File: config.mk
export PLATFORM = sky130hd
export DESIGN_NAME = wb_master_arbiter
export DESIGN_NICKNAME = d
export VERILOG_FILES = /design/src/rtl/wb_master_arbiter.sv
export SDC_FILE = /design/constraint.sdc
export NUM_CORES = 1
export LEC_CHECK = 0
export BUFFER_PORTS_ARGS = -buffer_cell sky130_fd_sc_hd__buf_2
export CORE_AREA = 2 2 94 96
export DETAILED_ROUTE_END_ITERATION = 16
export DIE_AREA = 0 0 96 98
export PLACE_DENSITY = 0.65
export SETUP_SLACK_MARGIN = 0.3
export SYNTH_ARGS = -nofsm -noshare
export SYNTH_HDL_FRONTEND = slang
export SYNTH_SLANG_ARGS = --single-unit
File: constraint.sdc
create_clock -name CLK_I -period 4.2 [get_ports CLK_I]
set_input_delay 0.63 -clock CLK_I [delete_from_list [all_inputs] [get_ports CLK_I]]
set_output_delay 0.63 -clock CLK_I [all_outputs]
set_load 0.005 [all_outputs]
File: src/rtl/wb_master_arbiter.sv
// Two-requester Wishbone arbiter: round-robin grant, lock hold,
// and a stall watchdog that errors out a hung slave access.
module wb_master_arbiter #(
  parameter int DW      = 32,
  parameter int TIMEOUT = 255
) (
  input  logic          CLK_I,
  input  logic          nRST_I,
  input  logic          r0_CYC_O,
  input  logic          r0_STB_O,
  input  logic          r0_WE_O,
  input  logic          r0_LOCK_O,
  input  logic [6:4]    r0_ADR_O,
  input  logic [DW-1:0] r0_DAT_O,
  input  logic [0:0]    r0_SEL_O,
  input  logic [2:0]    r0_CTI_O,
  input  logic [1:0]    r0_BTE_O,
  output logic          r0_ACK_I,
  output logic          r0_ERR_I,
  output logic          r0_RTY_I,
  output logic [DW-1:0] r0_DAT_I,
  input  logic          r1_CYC_O,
  input  logic          r1_STB_O,
  input  logic          r1_WE_O,
  input  logic          r1_LOCK_O,
  input  logic [6:4]    r1_ADR_O,
  input  logic [DW-1:0] r1_DAT_O,
  input  logic [0:0]    r1_SEL_O,
  input  logic [2:0]    r1_CTI_O,
  input  logic [1:0]    r1_BTE_O,
  output logic          r1_ACK_I,
  output logic          r1_ERR_I,
  output logic          r1_RTY_I,
  output logic [DW-1:0] r1_DAT_I,
  output logic          CYC_O,
  output logic          STB_O,
  output logic          WE_O,
  output logic          LOCK_O,
  output logic [6:4]    ADR_O,
  output logic [DW-1:0] DAT_O,
  output logic [0:0]    SEL_O,
  output logic [2:0]    CTI_O,
  output logic [1:0]    BTE_O,
  input  logic          ACK_I,
  input  logic          ERR_I,
  input  logic          RTY_I,
  input  logic [DW-1:0] DAT_I,
  output logic [1:0]    gnt_o
);

  typedef enum logic [1:0] {
    IDLE,
    GNT0,
    GNT1,
    ABORT
  } state_t;

  localparam logic [7:0] TO_CNT = 8'(TIMEOUT);

  state_t     state, state_d;
  logic       last_owner, last_owner_d;
  logic [7:0] wait_cnt;

  logic granted;
  logic own1;
  logic own_cyc;
  logic own_stb;
  logic own_lock;
  logic oth_cyc;
  logic abort_cyc;
  logic resp;
  logic timeout;

  assign granted   = (state == GNT0) || (state == GNT1);
  assign own1      = (state == GNT1);
  assign own_cyc   = own1 ? r1_CYC_O  : r0_CYC_O;
  assign own_stb   = own1 ? r1_STB_O  : r0_STB_O;
  assign own_lock  = own1 ? r1_LOCK_O : r0_LOCK_O;
  assign oth_cyc   = own1 ? r0_CYC_O  : r1_CYC_O;
  assign abort_cyc = last_owner ? r1_CYC_O : r0_CYC_O;
  assign resp      = ACK_I | ERR_I | RTY_I;

  // A real slave response in the same cycle beats the watchdog.
  assign timeout = granted && own_stb && !resp &&
                   (wait_cnt == TO_CNT);

  always_comb begin
    CYC_O    = 1'b0;
    STB_O    = 1'b0;
    WE_O     = 1'b0;
    LOCK_O   = 1'b0;
    ADR_O    = '0;
    DAT_O    = '0;
    SEL_O    = '0;
    CTI_O    = '0;
    BTE_O    = '0;
    r0_ACK_I = 1'b0;
    r0_ERR_I = 1'b0;
    r0_RTY_I = 1'b0;
    r0_DAT_I = '0;
    r1_ACK_I = 1'b0;
    r1_ERR_I = 1'b0;
    r1_RTY_I = 1'b0;
    r1_DAT_I = '0;
    if (granted) begin
      CYC_O  = own_cyc & ~timeout;
      STB_O  = own_stb & ~timeout;
      LOCK_O = own_lock & ~timeout;
      WE_O   = own1 ? r1_WE_O  : r0_WE_O;
      ADR_O  = own1 ? r1_ADR_O : r0_ADR_O;
      DAT_O  = own1 ? r1_DAT_O : r0_DAT_O;
      SEL_O  = own1 ? r1_SEL_O : r0_SEL_O;
      CTI_O  = own1 ? r1_CTI_O : r0_CTI_O;
      BTE_O  = own1 ? r1_BTE_O : r0_BTE_O;
      if (own1) begin
        r1_ACK_I = ACK_I;
        r1_ERR_I = ERR_I | timeout;
        r1_RTY_I = RTY_I;
        r1_DAT_I = DAT_I;
      end else begin
        r0_ACK_I = ACK_I;
        r0_ERR_I = ERR_I | timeout;
        r0_RTY_I = RTY_I;
        r0_DAT_I = DAT_I;
      end
    end
  end

  assign gnt_o = {state == GNT1, state == GNT0};

  always_comb begin
    state_d      = state;
    last_owner_d = last_owner;
    unique case (state)
      IDLE: begin
        if (r0_CYC_O && r1_CYC_O)
          state_d = last_owner ? GNT0 : GNT1;
        else if (r0_CYC_O)
          state_d = GNT0;
        else if (r1_CYC_O)
          state_d = GNT1;
      end
      GNT0, GNT1: begin
        if (timeout) begin
          state_d      = ABORT;
          last_owner_d = own1;
        end else if (!own_cyc && !own_lock) begin
          last_owner_d = own1;
          if (oth_cyc)
            state_d = own1 ? GNT0 : GNT1;
          else
            state_d = IDLE;
        end
      end
      ABORT: begin
        if (!abort_cyc)
          state_d = IDLE;
      end
    endcase
  end

  always_ff @(posedge CLK_I or negedge nRST_I) begin
    if (!nRST_I) begin
      state      <= IDLE;
      last_owner <= 1'b1;
      wait_cnt   <= '0;
    end else begin
      state      <= state_d;
      last_owner <= last_owner_d;
      if (!STB_O || resp)
        wait_cnt <= '0;
      else
        wait_cnt <= wait_cnt + 8'd1;
    end
  end

endmodule

==> flow_metrics.py <==
metrics = {
    "floorplanning": {
        "start_util_pct": 23.1,
        "coreArea_mm2": 0.00847,
        "die_h_um": 98,
        "fp-row-count": 34,
        "dieArea_mm2": 0.00941,
        "io-pin-count": 244,
        "die_x_um": 96,
    },
    "clock_network": {
        "root_buffer": "clkbuf_8",
        "cts_tree": "done",
        "post_cts_resized": 0,
        "clock_latency_ps": 240,
        "clkTransAtPathRegs_ps": 50,
        "numClockSinks": 11,
        "clk_path_buf_depth": 2,
        "cts_setup_buffers": 0,
        "cts_hold_buffers": 0,
        "cts_made_buffers": 3,
        "htreeDepth": 1,
    },
    "yosys": {
        "syn_avg_cell_area_um2": 7.89,
        "ys.warnings.count": 0,
        "synth-main-ff-cell": "dfrtp_1",
        "async_flop_share_pct": 100,
        "yosys.area.top_type": "mux2i_1",
        "ys_seq_area_share_pct": 14.1,
        "synth_fp_nets": 381,
        "yosysMostFrequentCell": "and2_1",
        "synthTopCellsByCount": "and2_1, nor2b_1, mux2i_1",
        "synthCells": 248,
        "synth_area_mm2": 0.00196,
        "synth_area_leaders": "mux2i_1, and2_1, nor2b_1, dfrtp_1, ha_1",
        "synth-seq-cells": 11,
        "synth_edf_count": 0,
        "synth_top_area_share_pct": 23.0,
        "ys_types": 35,
    },
    "job": {
        "maxCapViolCount": 0,
    },
    "sta": {
        "timing.final.crit_share_pct": 72.1,
        "slew_viol_final": 0,
        "relSlewSlack_pct": 62.2,
        "worst_pin_slew_ps": 567,
        "setup_violations": 0,
        "fin_skew_ps": 2.40,
        "setup_tns_ps": 0,
        "grt_setup_unrepaired": "false",
        "hold_violations": 0,
        "fmax_mhz": 330,
        "post-route-min-period_ps": 3030,
    },
    "global_routing": {
        "grt_max_degree": 53,
        "grt_use_total_pct": 14.6,
        "grt_pass1_vias": 2273,
        "grt_overflow": 0,
        "grt_pass1_wl_mm": 11.1,
        "grt_antenna_before_repair": 5,
    },
    "setup_path": {
        "path_max_fanout": 52,
        "crit_arrival_ps": 2400,
        "path_class": "reg -> out",
        "crit_path_end_kind": "output pin",
        "critPathRequiredTime_ps": 3570,
        "start_kind": "flip-flop",
    },
    "routing": {
        "drtAntennaViolNets": 0,
        "drtIter0Drc": 42,
        "vias": 2535,
        "wl_per_cell_um": 13.3,
        "dr.pass1.iters": 4,
        "avgViaCountPerCell": 4.28,
        "drc": 0,
        "totalWireLength_mm": 7.86,
    },
    "worst_hold_path": {
        "hold_path.class": "in -> async",
    },
    "finish": {
        "drive_above_1_share_pct": 53.3,
        "finalNonFillerCells": 592,
        "layout.nets": 614,
        "stdcell_area_mm2": 0.00332,
        "fill_cells": 889,
        "syn2layout_area_growth_pct": 69.7,
    },
    "place": {
        "dpl_cell_area_mm2": 0.00327,
        "gp_congestion": 0.832,
        "dp_cells": 584,
        "hpwl_mm": 6.65,
        "port_buffers": 243,
    },
    "pwr": {
        "p_leak_nw": 1.94,
        "p_per_area_mw_per_mm2": 576,
        "ir_worst_vdd_uv": 236,
    },
    "outcome": {
        "outcome": "complete, no violations",
    },
}
-- cell type report --
cell class | instances | area, µm² | area share, %
repair buffers | 246 | 1240 | 37.3
well taps | 108 | 135 | 4.07
clock buffers | 4 | 45.0 | 1.36
diodes | 4 | 10.0 | 0.301
multi-input cells | 215 | 1600 | 48.2
inverters | 4 | 15.0 | 0.452
flip-flops and latches | 11 | 277 | 8.33
-- cell usage in the layout, fill, tap and decap left out, drive strengths merged, types with 4 or more instances in the layout --
| cell | instances |
|---|---|
| xor2 | 5 |
| and2 | 68 |
| clkbuf | 4 |
| dfrtp | 10 |
| mux2 | 4 |
| nor2 | 13 |
| buf | 246 |
| mux2i | 45 |
| diode | 4 |
| inv | 4 |
| nand2 | 5 |
| ha | 6 |
| nor2b | 46 |
-- worst paths after layout --
| path | cells past startpoint | start | slack, ps | endpoint |
|---|---|---|---|---|
| setup / recovery | 6 | state[0]$_DFFE_PN0P_ | 1170 | DAT_O[31] |
| hold / removal | 1 | nRST_I | 250 | wait_cnt[4]$_DFF_PN0_ |
| setup reg to reg | 7 | state[0]$_DFFE_PN0P_ | 1500 | state[1]$_DFFE_PN0P_ |
| hold reg to reg | 1 | wait_cnt[0]$_DFF_PN0_ | 530 | wait_cnt[0]$_DFF_PN0_ |
| max in group asynchronous | 1 | nRST_I | 3690 | last_owner$_DFFE_PN1P_ |
| min in group CLK_I | 1 | wait_cnt[0]$_DFF_PN0_ | 530 | wait_cnt[0]$_DFF_PN0_ |
-- report_power, final --
part           internal (W)  switching (W)
sequential         0.000124      0.0000154
combinational      0.000869       0.000800
clock             0.0000664      0.0000376
total               0.00106       0.000853
-- metrics by stage --
stage | power [W] | utilization (%) | worst slack, ps | hold WS [ps]
detailed placement | 0.00183 | 38.6 | 1400 | 512
floorplan | 0.00115 | - | 2010 | 334
finish | 0.00191 | 39.2 | 1170 | 252
CTS | 0.00194 | 39.1 | 1140 | 255
global placement | 0.00181 | 38.6 | 1450 | 508
global route | 0.00210 | 39.2 | 967 | 270
-- flip-flops by register name, summed over array words and instances, names as in the netlist --
register and count:
wait_cnt 8, state 2, last_owner 1
-- per-layer routing --
layer | track usage (%) | up-vias | part of all wire [%]
li1 | - | 1278 | -
met1 | 17.1 | 1150 | 40
met2 | 26.2 | 96 | 50
met3 | 5.09 | 9 | 9.6
met4 | 1.54 | 2 | 0.53
met5 | 0 | - | 0.17
-- worst max-delay path, cell delays in order (launching register included) --
cell	delay, ps
dfrtp_1	390
inv_1	160
ha_4	510
buf_4	550
mux2i_1	270
nor2b_1	70
buf_2	130
-- cells by family (layout without fill, tap and decap cells) --
kind of cell	count (synthesis)	after routing	share of synthesized area [%]
buffers and inverters	22	254	4.73
XOR/XNOR	6	6	2.69
AND/OR/NAND/NOR	145	145	45.8
adder cells (fa/ha/maj)	6	6	3.84
flip-flops	11	11	14.1
other	0	4	0
AO/OA/AOI/OAI	9	9	3.33
multiplexers	49	49	25.5
No activity file was read; power rests on OpenSTA's default activity.
